## config.mk

```make
export PLATFORM = sky130hd
export DESIGN_NAME = digit_scan
export DESIGN_NICKNAME = d
export VERILOG_FILES = /design/src/rtl/digit_scan.sv
export SDC_FILE = /design/constraint.sdc
export NUM_CORES = 1
export LEC_CHECK = 0
export CAP_MARGIN = 15
export CORE_MARGIN = 8
export CORE_UTILIZATION = 29
export DETAILED_ROUTE_END_ITERATION = 8
export HOLD_SLACK_MARGIN = 0.02
export PLACE_DENSITY_LB_ADDON = 0.3
export SKIP_LAST_GASP = 1
export SLEW_MARGIN = 20
export SYNTH_ARGS = -nofsm -noshare
export SYNTH_HDL_FRONTEND = slang
export SYNTH_SLANG_ARGS = --single-unit
```

## constraint.sdc

```tcl
create_clock -name clk -period 4.4 [get_ports clk]
set_clock_uncertainty 0.15 [all_clocks]
set_input_delay 0.88 -clock clk [delete_from_list [all_inputs] [get_ports clk]]
set_output_delay 0.88 -clock clk [all_outputs]
set_load 0.05 [all_outputs]
```

## src/rtl/digit_scan.sv

```systemverilog
// -----------------------------------------------------------------------------
// digit_scan -- four-digit multiplexed seven-segment scanner.
//
// Each digit is lit for DWELL rising edges of the slow scan clock clk_1K. One
// dark cycle separates consecutive digits to stop ghosting. Display values
// come from shadow registers that are reloaded only at the start of a frame
// (entry to digit0), so the four digits of a frame always belong together.
//
// Parameters
//   DWELL  clk_1K rises per digit, 1..255
//   LZB    leading-zero blanking enable
//
// Ports
//   clk     in   system clock, rising edge
//   reset   in   asynchronous reset, active-low
//   clk_1K  in   slow scan clock level; sampled, never used as a clock
//   data    in   16  four hex digits, digit0 = data[3:0]
//   dp_in   in   4   decimal points, active-high, bit i -> digit i
//   an      out  4   anode enables, active-low
//   seg     out  8   segments {dp,g,f,e,d,c,b,a}, active-low
//   frame   out  1   one-cycle pulse when a new frame starts
// -----------------------------------------------------------------------------
module digit_scan #(
    parameter logic [7:0] DWELL = 8'd1,
    parameter logic       LZB   = 1'b0
) (
    input  logic        clk,
    input  logic        reset,
    input  logic        clk_1K,
    input  logic [15:0] data,
    input  logic [3:0]  dp_in,
    output logic [3:0]  an,
    output logic [7:0]  seg,
    output logic        frame
);

    localparam logic [0:0] ST_BLANK = 1'b0;
    localparam logic [0:0] ST_SHOW  = 1'b1;

    // Segment pattern (g..a, active-low) for one hex nibble.
    function automatic logic [6:0] hex_seg(input logic [3:0] nib);
        logic [6:0] s;
        case (nib)
            4'h0:    s = 7'h40;
            4'h1:    s = 7'h79;
            4'h2:    s = 7'h24;
            4'h3:    s = 7'h30;
            4'h4:    s = 7'h19;
            4'h5:    s = 7'h12;
            4'h6:    s = 7'h02;
            4'h7:    s = 7'h78;
            4'h8:    s = 7'h00;
            4'h9:    s = 7'h10;
            4'hA:    s = 7'h08;
            4'hB:    s = 7'h03;
            4'hC:    s = 7'h46;
            4'hD:    s = 7'h21;
            4'hE:    s = 7'h06;
            default: s = 7'h0E;
        endcase
        return s;
    endfunction

    // Full segment byte for digit i, including leading-zero blanking and dp.
    // A digit is a leading zero when it and every higher digit are zero;
    // digit0 is always shown so a zero value still reads "0".
    function automatic logic [7:0] digit_seg(input logic [15:0] d,
                                             input logic [3:0]  dp,
                                             input logic [1:0]  i);
        logic       blank;
        logic [6:0] s;
        case (i)
            2'd3:    blank = (d[15:12] == 4'h0);
            2'd2:    blank = (d[15:8]  == 8'h00);
            2'd1:    blank = (d[15:4]  == 12'h000);
            default: blank = 1'b0;
        endcase
        s = (blank && LZB) ? 7'h7F : hex_seg(d[{i, 2'b00} +: 4]);
        return {~dp[i], s};
    endfunction

    // Stage p0/p1: two-flop synchroniser; p2: history flop for edge detect.
    logic sync_p0, sync_p1, hist_p2;
    logic tick;

    assign tick = sync_p1 & ~hist_p2;

    logic [0:0]  state_q, state_n;
    logic [1:0]  idx_q, idx_n;
    logic [7:0]  cnt_q, cnt_n;
    logic [15:0] shd_data_q, shd_data_n;
    logic [3:0]  shd_dp_q, shd_dp_n;
    logic        start_q, start_n;
    logic        frame_n;
    logic [3:0]  an_n;
    logic [7:0]  seg_n;

    // Scan sequencing. start_q marks the BLANK that follows reset: idx rests
    // at 3 during reset but the first digit shown afterwards must be digit0.
    always_comb begin
        state_n    = state_q;
        idx_n      = idx_q;
        cnt_n      = cnt_q;
        shd_data_n = shd_data_q;
        shd_dp_n   = shd_dp_q;
        start_n    = start_q;
        frame_n    = 1'b0;
        if (state_q == ST_SHOW) begin
            if (tick) begin
                if (cnt_q == DWELL - 8'd1) begin
                    cnt_n   = 8'd0;
                    idx_n   = idx_q + 2'd1;
                    state_n = ST_BLANK;
                end else begin
                    cnt_n = cnt_q + 8'd1;
                end
            end
        end else begin
            // BLANK is a single cycle; any tick seen here is simply ignored.
            state_n = ST_SHOW;
            if (start_q) begin
                idx_n   = 2'd0;
                start_n = 1'b0;
            end
            if (idx_n == 2'd0) begin
                shd_data_n = data;
                shd_dp_n   = dp_in;
                frame_n    = 1'b1;
            end
        end
    end

    // Outputs are decoded from next-state values and then registered, so they
    // line up with the state register and have no path from the input pins.
    always_comb begin
        an_n  = 4'hF;
        seg_n = 8'hFF;
        if (state_n == ST_SHOW) begin
            an_n  = ~(4'b0001 << idx_n);
            seg_n = digit_seg(shd_data_n, shd_dp_n, idx_n);
        end
    end

    // Stage p3: state and registered outputs.
    // Synchroniser flops reset high because the divider holds clk_1K high
    // during reset; a low reset value would fake a rise on release.
    always_ff @(posedge clk or negedge reset) begin
        if (!reset) begin
            sync_p0    <= 1'b1;
            sync_p1    <= 1'b1;
            hist_p2    <= 1'b1;
            state_q    <= ST_BLANK;
            idx_q      <= 2'd3;
            cnt_q      <= 8'd0;
            shd_data_q <= 16'h0000;
            shd_dp_q   <= 4'h0;
            start_q    <= 1'b1;
            an         <= 4'hF;
            seg        <= 8'hFF;
            frame      <= 1'b0;
        end else begin
            sync_p0    <= clk_1K;
            sync_p1    <= sync_p0;
            hist_p2    <= sync_p1;
            state_q    <= state_n;
            idx_q      <= idx_n;
            cnt_q      <= cnt_n;
            shd_data_q <= shd_data_n;
            shd_dp_q   <= shd_dp_n;
            start_q    <= start_n;
            an         <= an_n;
            seg        <= seg_n;
            frame      <= frame_n;
        end
    end

endmodule

```

After elaboration in Yosys (flattened, before gate mapping)
Memory sizes are Yosys's and may differ from the RTL's.
Index checks and enable logic that the tools add are counted.

word-level totals
  logic and storage cells = 44
  memories kept = 1
  ROM bits = 112
  register bits after elaboration = 48

memory list
  name              words  width  read ports  clocked after memory_dff  wr ports  RTL line  RTL
  (name not given)  16     7      1           0                         0         43        case (nib)

cells by class
  $lt $le $gt $ge = 1
  reductions and logical operators = 3
  muxes and demuxes = 19
  bitwise operators = 4
  add/subtract/negate cells = 2
  shifts and indexed selects = 2

operator list
  cell                                                                  count
  16-bit 2-to-1 mux                                                     2
  8-bit 2-to-1 mux                                                      2
  16-bit by 5-bit indexed part select with 4-bit output                 1
  4-bit 2-to-1 mux                                                      3
  2-bit 2-to-1 mux                                                      5
  8-bit by 1-bit adder with 8-bit output, second input constant         1
  8-bit logical NOT                                                     1
  1-bit 2-to-1 mux                                                      6
  4-bit NOT                                                             1
  1-bit by 2-bit << shifter with 4-bit output, first input constant     1
  2-bit by 3-bit < comparator with 1-bit output, second input constant  1
  2-bit by 1-bit adder with 2-bit output, second input constant         1
  1-bit binary-select mux with 2-bit select                             1
  2-bit logical NOT                                                     1
  1-bit NOT                                                             2
  2-bit AND reduction                                                   1
  1-bit AND                                                             1

Longest topological paths before layout
Gate-level depths: netlist of the first run.

  depth after elaboration = 9
  gate-level depth with buffers = 14

Least setup slack after synthesis of the first run
No wires, ideal clock.

  path type = reg-to-reg
  start point = register start_q
  end point = register seg[6]
  period minus slack after synthesis = 2.986 ns
  data arrival time = 2.734 ns
  setup slack = 1.414 ns
  cell stages (with the launch flop) = 11
  buffers on the path = 0
  cells stage by stage = dfstp_2 o21ba_4 nor2_4 mux4_2 a22o_1 a211oi_2 inv_2 ha_1 o21ai_0 a21boi_0 o221ai_1

between the ends
  cells in the longest elaborated chain, start to end = 8
  elaborated cells on any way between the ends = 9
  those cells by class = 1 x shift; 6 x mux; 1 x reduce/logical; 1 x memory

RTL lines
  what                                                     RTL line  RTL
  start: declaration                                       93        logic start_q, start_n;
  start signal: assignment                                 170       start_q <= start_n;
  2-bit 2-to-1 mux *                                       121       if (start_q) begin
  2-bit 2-to-1 mux *                                       108       if (state_q == ST_SHOW) begin
  2-bit logical NOT                                        125       if (idx_n == 2'd0) begin
  16-bit 2-to-1 mux                                        125
  16-bit 2-to-1 mux                                        108
  16-bit by 5-bit indexed part select with 4-bit output *  78        s = (blank && LZB) ? 7'h7F : hex_seg(d[{i, 2'b00} +: 4]);
  memory 16 x 7 bit *                                      n/a
  8-bit 2-to-1 mux *                                       138       if (state_n == ST_SHOW) begin
  net seg_n[6]                                             96        logic [7:0] seg_n;
  end signal: assignment                                   172       seg <= seg_n;
  end: declaration                                         33        output logic [7:0] seg,

Mark *: on every way through the listed nets, which the timed path passes. The rest lies on a longest branch. The select of a mux whose other input is x is not followed.
A chain may end at the register's enable or synchronous reset.

Final worst setup path of the first run
  start point = register state_q
  end point = register seg[6]

between the ends
  cells in the longest elaborated chain, start to end = 4
  elaborated cells on any way between the ends = 6
  those cells by class = 1 x shift; 4 x mux; 1 x memory

RTL lines
  what                                                   RTL line  RTL
  start: declaration                                     88        logic [0:0] state_q, state_n;
  start signal: assignment                               165       state_q <= state_n;
  16-bit 2-to-1 mux or 2-bit 2-to-1 mux (tied branches)  108
  16-bit by 5-bit indexed part select with 4-bit output  78
  memory 16 x 7 bit                                      n/a
  8-bit 2-to-1 mux *                                     138
  net seg_n[6]                                           96

Mark *: on every way through the listed nets, which the timed path passes. The rest lies on a longest branch.

==> run summary, run 1 <==
Hold Crit Depth: 0
CTS tree: built
post-synthesis register bit count: 48
Avg Synthesized Cell Area: 10.8 um^2
worst reg2reg path startpoint: state_q
Chip Height: 111 um
Pre-antenna DRT Iters: 4
CP Max Fanout: 25
post-synthesis sequential area ratio: 0.466
share of cells above drive strength 1: 0.217
GRT overflow: 0
Yosys cell types: 59
post-route ant nets: 0
leakage: 0.00132 uW
post-route setup slack: 0.887 ns
number of clock sinks: 48
Critical Path Source Type: register
cells on worst reg2reg path: 11
Max Fclk: 285 MHz
Worst R2R End: seg[6]
worst path required time: 4.45 ns
vias post-DR: 2,009
io pins: 36
# DRC: 0
Post-Synthesis Net Count: 274
per-cell routed wire length: 16.5 um
WHS Endpoint: sync_p1
final worst path period need: 3.51 ns
postcts setup bufs: 0
vias per cell: 5.23
Placeable Area: 8760 um^2
Layout area overhead: 21.4%
CTS Root Cell: clkbuf_8
DP HPWL: 4740 um
R2R Setup Slk: 0.89 ns
Hold Crit Start: sync_p0
number of flops mapped to enable cells by yosys: 0
Synth Instances: 243
Worst-Margin Slew: 0.637 ns
Worst setup EP type: register
Final Cycle Share: 0.798
fill count: 865
Total Power: 2140 uW
Global Route Usage Sum: 0.107
status: complete, no violations
Mapped Area: 2630 um^2
post-route setup TNS: 0 ns
nets@finish: 306
pre-CTS WS: 0.919 ns
maximum root-to-sink buffer count: 2
num rows: 34
Post-CTS Hold Fix Bufs: 0
Die Area: 12,400 um^2
clk_lat worst skew: 0.30 ns
post_cts resized: 0
Main synth FF type: dfrtp_1
Slew Viols, Final: 0
Crit Path Class: reg -> reg
initial antenna violation count: 0
post-layout util: 0.364
Clk pin slew, worst setup/hold paths: 0.09 ns
Power Density: 672 nW/um^2
number of global-route vias before repair: 2,115
Starting Density: 0.300
GP Congestion: 0.875
CP arrival: 3.57 ns
H-tree Lvls: 2
Synth async-reset ratio: 1.00
first-pass GRT wire length: 10,900 um
VDD IR-drop max: 0.174 mV
die width: 111 um
Slew headroom: 0.574
Fin. Hold Viols: 0
Starting DRT DRC Count: 92
setup violators final: 0
unrepaired setup endpoints after global routing: false
MaxCap Viol Count: 0
DRT Wirelength: 6340 um
yosys warns: 0
Ant. Diodes: 0
number of CTS-inserted buffers: 5
worst hold path type: reg -> reg
largest net degree at the start of global routing: 49
number of port buffers: 35
[worst max path at each step]
stage / start / end / cells past startpoint / slack, ns
final: state_q / seg[6] / 11 / 0.89
after global routing: state_q / seg[6] / 11 / 0.50
after CTS: state_q / seg[5] / 11 / 0.91
after detailed placement: data[13] / seg[6] / 9 / 0.92
after global placement: data[13] / seg[5] / 9 / 0.95
after floorplan: start_q / seg[6] / 10 / 1.41
[final cells by class]
type,count,area [um^2],area share
multi-input cells,176,1320,0.415
flip-flops and latches,48,1220,0.384
repair buffers,36,355,0.111
well taps,108,135,0.0424
clock buffers,6,82.6,0.0259
clock inverters,2,38.8,0.0122
inverters,8,30.0,0.00942
[stage by stage]
step	hold WS, ns	cells	area (um^2)
global placement	0.199	376	3060
floorplan	0.195	243	2630
finish	0.210	384	3190
global route	0.217	384	3190
CTS	0.211	384	3190
detailed placement	0.197	376	3060
[layer usage]
metal  share of wire  vias up  global-route usage
met2            0.46       52               0.166
met3           0.051       14              0.0249
met5               0        -                   0
met1            0.46      974               0.137
met4           0.028        0              0.0524
li1                -      969                   -
[cell usage after synthesis (2+ instances only)]
cell type  instances  area (um^2)
ha_1               8          100
a22o_1             2         17.5
a31oi_1            3         18.8
and4_1             2         17.5
dfrtp_1           30          751
o21a_1             2         15.0
a21boi_0           2         15.0
dfstp_2           18          473
nand2_1           21         78.8
xnor2_1            4         35.0
and3_1             3         18.8
mux2_2            13          146
o21ai_1            4         20.0
and2_1             2         12.5
o211a_1            3         30.0
or3_1              2         12.5
a211oi_1           3         22.5
nand4_1            3         18.8
xor2_1             2         17.5
nand3_1           21          105
a21o_1             2         15.0
clkbuf_1           4         15.0
mux4_2             4         90.1
a211o_1            3         26.3
mux2i_1            3         30.0
a211oi_2           2         25.0
inv_2              3         11.3
o211ai_1           4         30.0
buf_2              6         30.0
a21oi_1            4         20.0
nor2_1             9         33.8
a32oi_1            2         17.5
o21ai_0           15         75.1
a221o_1            2         20.0
inv_1              4         15.0
nor3_1             3         15.0
o221ai_1           3         26.3
[cells by family (layout without fill, tap and decap cells)]
family / Yosys count / after routing / share of synthesized area
multiplexers: 20 / 20 / 0.102
AO/OA/AOI/OAI: 62 / 62 / 0.174
buffers and inverters: 19 / 52 / 0.0300
adder cells (fa/ha/maj): 8 / 8 / 0.0381
XOR/XNOR: 6 / 6 / 0.0200
AND/OR/NAND/NOR: 80 / 80 / 0.170
flip-flops: 48 / 48 / 0.466
[where the power goes]
part / internal, uW / leakage, uW / switching [uW]
clock: 186 / 0.0000614 / 152
combinational: 434 / 0.000692 / 646
sequential: 631 / 0.000563 / 94.3
[worst max-delay path, stage by stage (launching register included)]
cell and delay, ns:
dfrtp_1 0.68, and3b_1 0.45, and3_4 0.37, inv_2 0.21
a211oi_1 0.29, o32ai_1 0.11, a211oi_2 0.33, inv_2 0.12
ha_1 0.23, o21ai_0 0.10, a21boi_0 0.21, o221ai_1 0.15
[state kept, by name, indices dropped and copies added, names as in the netlist]
register,cells
shd_data_q,16
cnt_q,8
seg,8
an,4
shd_dp_q,4
idx_q,2
frame,1
hist_p2,1
start_q,1
state_q,1
sync_p0,1
sync_p1,1
[cell usage in the layout, fill, tap and decap left out, types with 4 or more instances in the layout]
master	Yosys	routed
nand3_1	21	21
o21ai_0	15	15
mux4_2	4	4
dfrtp_1	30	30
a21oi_1	4	4
o211ai_1	4	4
mux2_2	13	13
clkbuf_8	0	6
clkdlybuf4s50_1	0	34
xnor2_1	4	4
nand2_1	21	21
o21ai_1	4	4
inv_1	4	4
ha_1	8	8
nor2_1	9	9
dfstp_2	18	18
Power figures use the tool's default switching activity.
==> run 2: changes to the inputs <==
Clock period 4.4 ns to 3.65 ns, I/O delays scaled along.
==> run summary, run 2 (same netlist as run 1, synthesis figures left out) <==
initial antenna violation count: 0 (unchanged)
Post-CTS Hold Fix Bufs: 0 (unchanged)
Starting Density: 0.300 (unchanged)
most frequent cells in the layout: clkdlybuf4s50_1, dfrtp_1, nand3_1, nand2_1, dfstp_2
Pre-antenna DRT Iters: 4 (unchanged)
max reg flops: 16 (unchanged)
Chip Height: 111 um (unchanged)
Slew headroom: 0.607 (+0.0322)
Crit Path Class: reg -> reg
CP Max Fanout: 11 (-56%)
Hold Crit Start: sync_p0
clk_lat worst skew: 0.30 ns (about the same)
most common cell after layout, fill and taps aside: clkdlybuf4s50_1
CTS Root Cell: clkbuf_8
fill count: 873 (+0.92%)
post-route setup TNS: 0 ns (unchanged)
status: complete, no violations
leakage: 0.00138 uW (+5.0%)
Placeable Area: 8760 um^2 (unchanged)
Starting DRT DRC Count: 195 (+110%)
GRT overflow: 0 (unchanged)
vias post-DR: 2,091 (+4.1%)
Global Route Usage Sum: 0.110 (+0.00281)
number of CTS-inserted buffers: 5 (unchanged)
max incr delay on CP: 0.59 ns (-0.09 ns)
final worst path period need: 3.39 ns (-0.118 ns)
maximum root-to-sink buffer count: 2 (unchanged)
die width: 111 um (unchanged)
Total Power: 2730 uW (+28%)
Die Area: 12,400 um^2 (unchanged)
Power Density: 828 nW/um^2 (+23%)
DRT Wirelength: 6650 um (+4.9%)
share of cells above drive strength 1: 0.245 (+0.0274)
post-route ant nets: 0 (unchanged)
io pins: 36 (unchanged)
vias per cell: 5.31 (+1.4%)
unrepaired setup endpoints after global routing: false
VDD IR-drop max: 0.294 mV (+69%)
cells on worst reg2reg path: 9 (-2)
number of port buffers: 35 (unchanged)
Slew Viols, Final: 0 (unchanged)
Reg area: 1220 um^2 (unchanged)
CP arrival: 3.46 ns (-0.11 ns)
Fin. Hold Viols: 0 (unchanged)
Layout area overhead: 25.7%
Ant. Diodes: 0 (unchanged)
post_cts resized: 0 (unchanged)
critical path's slowest cell: dfstp_2
MaxCap Viol Count: 0 (unchanged)
Regs by FF count: shd_data_q x16, cnt_q x8, seg x8
multi-input logic area: 1320 um^2 (unchanged)
Top reg by flops: shd_data_q
# DRC: 0 (unchanged)
setup violators final: 0 (unchanged)
CP startpoint: start_q
CTS tree: built
worst reg2reg path startpoint: start_q
GP Congestion: 0.854 (-2.4%)
postcts setup bufs: 0 (unchanged)
Final Cycle Share: 0.930 (+0.132)
H-tree Lvls: 2 (unchanged)
number of global-route vias before repair: 2,146 (+1.5%)
worst hold path type: reg -> reg
Worst setup EP type: register
per-cell routed wire length: 16.9 um (+2.2%)
Max Fclk: 295 MHz (+3.5%)
R2R Setup Slk: 0.26 ns (-0.63 ns)
Critical Path Source Type: register
Hold Crit Depth: 0 (unchanged)
Clk pin slew, worst setup/hold paths: 0.09 ns (about the same)
worst path required time: 3.72 ns (-0.73 ns)
Worst-Margin Slew: 0.590 ns (-0.0470 ns)
first-pass GRT wire length: 11,300 um (+3.0%)
num rows: 34 (unchanged)
DP HPWL: 5040 um (+6.2%)
number of clock sinks: 48 (unchanged)
nets@finish: 316 (+3.3%)
critical path cell sequence: o21ba_4 -> nor2_4 -> mux4_2 -> a22o_1 -> a211oi_2 -> ha_1 -> o21ai_0 -> a211o_1 -> o2111ai_1
largest net degree at the start of global routing: 49 (unchanged)
## run 2: per-stage QoR
step / instance area, um^2 / instances / hold slack, ns / utilization / setup slack [ns]
3_3_place_gp: 3140 / 386 / 0.198 / 0.358 / 0.362
2_1_floorplan: 2630 / 243 / 0.195 / - / 0.664
5_1_grt: 3300 / 394 / 0.217 / 0.377 / 0.0515
3_5_place_dp: 3140 / 386 / 0.198 / 0.358 / 0.281
6_report: 3300 / 394 / 0.211 / 0.377 / 0.256
4_1_cts: 3300 / 394 / 0.215 / 0.376 / 0.258
## run 2: per-layer routing
layer  global-route usage  part of all wire  vias to the layer above
li1                     -                 -                      984
met1                0.146              0.47                     1041
met2                0.171              0.46                       59
met3               0.0265             0.054                        7
met4               0.0382             0.012                        0
met5                    0                 0                        -
## run 2: critical path: cells and delay by family, from the launching register on
family / cells / cell delay [ns]
AO/OA/AOI/OAI: 6 / 1.38
adder cells (fa/ha/maj): 1 / 0.32
flip-flops: 1 / 0.59
multiplexers: 1 / 0.55
AND/OR/NAND/NOR: 1 / 0.32
## run 2: worst paths after layout
check,endpoint
min in group asynchronous,shd_dp_q[0]
worst max register to register,seg[0]
worst min register to register,sync_p1
worst max-delay path,seg[0]
worst min-delay path,sync_p1
max in group asynchronous,shd_data_q[6]
## run 2: power by group
| group | total, uW | internal [uW] | leakage (uW) | switching (uW) |
|---|---|---|---|---|
| logic | 1380 | 547 | 0.000741 | 830 |
| clock network | 521 | 342 | 0.0000784 | 179 |
| registers | 836 | 760 | 0.000563 | 75.8 |
| total | 2730 | 1650 | 0.00138 | 1080 |
## run 2: layout make-up
class                   count  share of cell area
clock buffers               5              0.0208
clock inverters             3              0.0273
inverters                   8             0.00910
multi-input cells         176               0.401
flip-flops and latches     48               0.371
well taps                 108              0.0409
repair buffers             46               0.130
